File: src/rtl/dataword_pkg.sv
// Shared types and lane constants for the FFT sample loader.
package dataword_pkg;

  typedef struct packed {
    logic [7:0] re;
    logic [7:0] im;
  } sample_t;

  typedef enum logic [1:0] {
    IDLE,
    LOAD,
    DONE
  } loader_state_t;

  localparam logic [3:0] LANE_LEFT_WE  = 4'b1100;
  localparam logic [3:0] LANE_RIGHT_WE = 4'b0011;

endpackage

File: src/rtl/fft_loader_addr_map.sv
// Maps a sample index to its BRAM word address and lane byte enables.
// Define FFT_LOADER_BITREV_EN to feed the index through a bit reversal first.
module fft_loader_addr_map
  import dataword_pkg::*;
#(
  parameter int STAGES = 10
) (
  input  logic [STAGES-1:0] i_idx,
  output logic [STAGES-2:0] o_addr,
  output logic [3:0]        o_we
);

  logic [STAGES-1:0] w_k;

`ifdef FFT_LOADER_BITREV_EN
  always_comb begin
    w_k = '0;
    for (int unsigned i = 0; i < STAGES; i++) begin
      w_k[i] = i_idx[STAGES-1-i];
    end
  end
`else
  assign w_k = i_idx;
`endif

  // The index MSB picks the lane so sample n and n+POINTS/2 share a word.
  assign o_addr = w_k[STAGES-2:0];
  assign o_we   = w_k[STAGES-1] ? LANE_RIGHT_WE : LANE_LEFT_WE;

endmodule

File: src/rtl/fft_stream_loader.sv
// AXI4-Stream to dual-sample BRAM loader for the FFT core (port A side).
// Optional bit-reversed input ordering via FFT_LOADER_BITREV_EN.
module fft_stream_loader
  import dataword_pkg::*;
#(
  parameter int POINTS  = 1024,
  parameter int STAGES  = 10,
  parameter int WORDLEN = 32,
  localparam int ADDRW  = STAGES - 1
) (
  input  logic               clk_i,
  input  logic               rst_i,
  input  logic               start_i,
  input  logic [15:0]        s_axis_tdata,
  input  logic               s_axis_tvalid,
  output logic               s_axis_tready,
  input  logic               s_axis_tlast,
  output logic               bram_en_o,
  output logic [3:0]         bram_we_o,
  output logic [ADDRW-1:0]   bram_addr_o,
  output logic [WORDLEN-1:0] bram_din_o,
  output logic               busy_o,
  output logic               done_o,
  output logic               tlast_err_o
);

  loader_state_t      r_state;
  logic [STAGES-1:0]  r_cnt;
  logic               r_tready;
  logic               r_busy;
  logic               r_done;
  logic               r_err;
  logic               r_en;
  logic [3:0]         r_we;
  logic [ADDRW-1:0]   r_addr;
  logic [WORDLEN-1:0] r_din;

  logic               w_hs;
  logic               w_last;
  sample_t            w_sample;
  logic [ADDRW-1:0]   w_map_addr;
  logic [3:0]         w_map_we;

  assign w_hs     = s_axis_tvalid & r_tready;
  assign w_last   = (r_cnt == STAGES'(POINTS - 1));
  assign w_sample = s_axis_tdata;

  fft_loader_addr_map #(
    .STAGES (STAGES)
  ) u_addr_map (
    .i_idx  (r_cnt),
    .o_addr (w_map_addr),
    .o_we   (w_map_we)
  );

  always_ff @(posedge clk_i or posedge rst_i) begin
    if (rst_i) begin
      r_state  <= IDLE;
      r_cnt    <= '0;
      r_tready <= 1'b0;
      r_busy   <= 1'b0;
      r_done   <= 1'b0;
      r_err    <= 1'b0;
      r_en     <= 1'b0;
      r_we     <= '0;
      r_addr   <= '0;
      r_din    <= '0;
    end else begin
      r_en   <= w_hs;
      r_we   <= w_hs ? w_map_we : '0;
      r_done <= 1'b0;
      // Both lanes carry the same sample; byte enables pick the half written.
      if (w_hs) begin
        r_addr <= w_map_addr;
        r_din  <= WORDLEN'({w_sample, w_sample});
        r_cnt  <= r_cnt + 1'b1;
        if (s_axis_tlast != w_last) begin
          r_err <= 1'b1;
        end
      end
      case (r_state)
        IDLE: begin
          if (start_i) begin
            r_state  <= LOAD;
            r_cnt    <= '0;
            r_err    <= 1'b0;
            r_tready <= 1'b1;
            r_busy   <= 1'b1;
          end
        end
        LOAD: begin
          if (w_hs && w_last) begin
            r_state  <= DONE;
            r_tready <= 1'b0;
            r_busy   <= 1'b0;
            r_done   <= 1'b1;
          end
        end
        DONE: begin
          r_state <= IDLE;
        end
        default: begin
          r_state <= IDLE;
        end
      endcase
    end
  end

  assign s_axis_tready = r_tready;
  assign busy_o        = r_busy;
  assign done_o        = r_done;
  assign tlast_err_o   = r_err;
  assign bram_en_o     = r_en;
  assign bram_we_o     = r_we;
  assign bram_addr_o   = r_addr;
  assign bram_din_o    = r_din;

endmodule
File: config.mk
export PLATFORM = sky130hd
export DESIGN_NAME = fft_stream_loader
export DESIGN_NICKNAME = d
export VERILOG_FILES = /design/src/rtl/dataword_pkg.sv /design/src/rtl/fft_loader_addr_map.sv /design/src/rtl/fft_stream_loader.sv
export SDC_FILE = /design/constraint.sdc
export NUM_CORES = 1
export LEC_CHECK = 0
export BUFFER_PORTS_ARGS = -buffer_cell sky130_fd_sc_hd__clkbuf_2
export CELL_PAD_IN_SITES_DETAIL_PLACEMENT = 1
export CELL_PAD_IN_SITES_GLOBAL_PLACEMENT = 1
export CORE_ASPECT_RATIO = 0.75
export CORE_MARGIN = 3
export CORE_UTILIZATION = 39
export CTS_CLUSTER_DIAMETER = 40
export CTS_CLUSTER_SIZE = 25
export DETAILED_ROUTE_END_ITERATION = 7
export GPL_ROUTABILITY_DRIVEN = 0
export MAX_ROUTING_LAYER = met4
export PLACE_DENSITY = 0.88
export SLEW_MARGIN = 15
export SYNTH_ARGS = -nofsm -noshare
export SYNTH_HDL_FRONTEND = slang
export SYNTH_HIERARCHICAL = 1
export SYNTH_SLANG_ARGS = --single-unit
File: constraint.sdc
create_clock -name clk_i -period 3.3 [get_ports clk_i]
set_input_delay 0.165 -clock clk_i [delete_from_list [all_inputs] [get_ports clk_i]]
set_output_delay 0.165 -clock clk_i [all_outputs]
set_load 0.02 [all_outputs]
==> qor.yml <==
route:
  wirelength_um: 4420
  antenna_left: 0
  avgViaCountPerCell: 4.74
  first_pass_iters: 4
  wire_per_inst_um: 13.8
  drtIter0Drc: 50
  drcViolationCount: 0
  via_count: 1522
clocking:
  clock_sinks: 45
  cts_resized: 0
  clock_path_buffers: 2
  post_cts_buffers: 0
  root_buffer: "clkbuf_8"
  htreeDepth: 2
  numCtsBuffers: 5
  path_clk_slew_ns: 0.08
  cts_hold_repair.buffers: 0
  cts_tree: "built"
  clkLatencyLatePin_ns: 0.30
synth:
  synth_area_leaders: "dfrtp_1 (56%), nand2_1 (15%), buf_4 (11%)"
  yosysUniqueCellTypes: 27
  syn_avg_cell_area_um2: 9.37
  async_reset_ff_share_pct: 100
  synthesis.nets: 238
  ys_ff_latch: 45
  syn-cell-area_mm2: 0.00202
  synth_most_common_cell: "nand2_1"
  yosysTopAreaCellShare_pct: 55.6
  synth_common_cells: "nand2_1 (80), dfrtp_1 (45), buf_4 (29), nor2_1 (8), inv_1 (7)"
  synth_seq_area_share_pct: 55.6
  ys.flop_type: "dfrtp_1"
  syn_inst: 216
  yosysWarnings: 6
  yosysTopAreaCell: "dfrtp_1"
  synth_edf_count: 0
critical_path:
  slowest_stage: "dfrtp_1"
  crit_path_frequent_cell: "buf_4"
  crit_chain: "nand2_1, buf_4, inv_1, buf_4, nand3_1, a41oi_2"
  cp_top_family: "buffers and inverters"
  critPathLaunchType: "register"
  endpoint_kind: "register"
  max_stage_delay_ns: 0.47
  critPathRequiredTime_ns: 3.52
  timing.critical_path.buf_inv: 3
  reg2regPathDepth: 6
  cp_num_cells: 6
  crit_type: "register to register"
  cp_data_arrival_time_ns: 2.13
  r2r_setup_slack_ns: 1.40
  path_max_fanout: 33
final_layout:
  nets: 282
  n_antenna_cell: 0
  final_cells: 321
  n_fill_cell: 608
  drive_gt1_share_pct: 33.7
  syn_to_final_growth_pct: 16.3
job:
  drv_cap: 0
sta:
  skew_ns: 0.00576
  max-slew-margin-rel_pct: 37.8
  timing.fmax_mhz: 525
  worstMarginPinSlew_ns: 0.931
  setup_violations: 0
  finalMaxSlewViolations: 0
  fin_setup_tns_ns: 0
  final.period_utilization_pct: 57.7
  rsz0062_at_grt: "no"
  hold_viol: 0
  period_needed_ns: 1.90
  hold_ws_ns: 0.0524
power:
  powerDensity_mw_per_mm2: 650
  ir_drop_v: 0.000312
  p_leak_nw: 1.29
global_route:
  grt_max_degree: 46
  antenna_found_initial: 0
  grt_pass1_vias: 1480
  track_usage_pct: 15.7
  grt_first_pass_wirelength_um: 7080
  overflow: 0
worst_hold_path:
  hp-class: "input pin to async pin"
outcome:
  status: "complete, no violations"
floorplan:
  initial_core_util_pct: 40.9
  die_area_mm2: 0.00610
  die_h_um: 68.4
  coreArea_mm2: 0.00495
  ios: 71
  rows: 22
  die_w_um: 89.2
place:
  io_buffer_count: 70
  post-dp-hpwl_um: 3120
  placed_cells: 313
-- cell families after synthesis --
| logic type | count (synthesis) | synth area share, % |
|---|---|---|
| and+or+nand+nor | 112 | 24.1 |
| DFF | 45 | 55.6 |
| buffers and inverters | 44 | 13.9 |
| xor gates and xnor gates | 8 | 3.46 |
| AOI/OAI and AO/OA | 6 | 2.29 |
| adders and majority gates | 1 | 0.618 |
-- registers in the layout, indices dropped and copies added, names as in the netlist --
| register | flops |
|---|---|
| bram_en_o | 1 |
| bram_addr_o | 9 |
| done_o | 1 |
| r_state | 2 |
| tlast_err_o | 1 |
| bram_din_o | 16 |
| r_cnt | 10 |
| bram_we_o | 4 |
| busy_o | 1 |
-- report_power, final --
part / total (W) / internal (W) / switching (W) / leakage [nW]
Combinational: 0.000318 / 0.000111 / 0.000208 / 0.666
Sequential: 0.000722 / 0.000636 / 0.0000863 / 0.559
Clock: 0.000491 / 0.000301 / 0.000190 / 0.0681
-- stage by stage --
stage / power, W / setup slack, ns / utilization (%) / cell area (µm²)
after floorplan: 0.000995 / 1.74 / - / 2020
after global placement: 0.00105 / 1.51 / 44.8 / 2220
after detailed placement: 0.00106 / 1.37 / 44.8 / 2220
after CTS: 0.00156 / 1.36 / 47.5 / 2350
after global routing: 0.00163 / 1.15 / 47.5 / 2350
final: 0.00153 / 1.40 / 47.5 / 2350
-- cell usage in the layout (no fill, tap or decap) --
| master | Yosys | layout |
|---|---|---|
| nor2_1 | 8 | 8 |
| clkbuf_2 | 0 | 70 |
| nand2b_1 | 1 | 1 |
| nand3_2 | 1 | 1 |
| o21ai_0 | 1 | 1 |
| clkinv_2 | 0 | 1 |
| clkbuf_8 | 0 | 5 |
| or4_4 | 1 | 1 |
| bufinv_16 | 0 | 2 |
| nor3b_1 | 1 | 1 |
| dfrtp_1 | 45 | 45 |
| xor2_1 | 3 | 3 |
| nor4_1 | 3 | 3 |
| a41oi_2 | 1 | 1 |
| nor3_1 | 4 | 4 |
| inv_2 | 1 | 2 |
| nand3_1 | 3 | 3 |
| and3_1 | 4 | 4 |
| xnor2_1 | 5 | 5 |
| o21bai_1 | 2 | 2 |
| buf_4 | 29 | 3 |
| nand4_1 | 4 | 4 |
| or3_4 | 1 | 1 |
| inv_1 | 7 | 6 |
| ha_1 | 1 | 1 |
| a21oi_1 | 2 | 2 |
| nand2_1 | 80 | 80 |
| or3_2 | 1 | 1 |
-- final timing paths --
kind | start | endpoint
setup / recovery | busy_o | tlast_err_o
hold / removal | rst_i | bram_din_o[26]
max in group asynchronous | rst_i | bram_din_o[30]
setup reg to reg | busy_o | tlast_err_o
hold reg to reg | bram_addr_o[0] | bram_addr_o[0]
min in group clk_i | s_axis_tdata[13] | bram_din_o[29]
-- final cells by class --
| cell class | count | area (µm²) | share of cell area, % |
|---|---|---|---|
| Multi-Input combinational cell | 127 | 617 | 26.2 |
| Timing Repair Buffer | 73 | 373 | 15.8 |
| Tap cell | 60 | 75.1 | 3.19 |
| Clock buffer | 5 | 68.8 | 2.92 |
| Inverter | 8 | 30.0 | 1.28 |
| Sequential cell | 45 | 1130 | 47.8 |
| Clock inverter | 3 | 65.1 | 2.76 |
-- per-layer routing --
layer,routed length [µm],part of all wire [%],track usage [%]
met5,0,0,-
met4,40,0.91,4.46
met1,2090,47,19.6
met2,1970,45,25.7
met3,315,7.1,3.61
No activity file was read; power rests on OpenSTA's default activity.
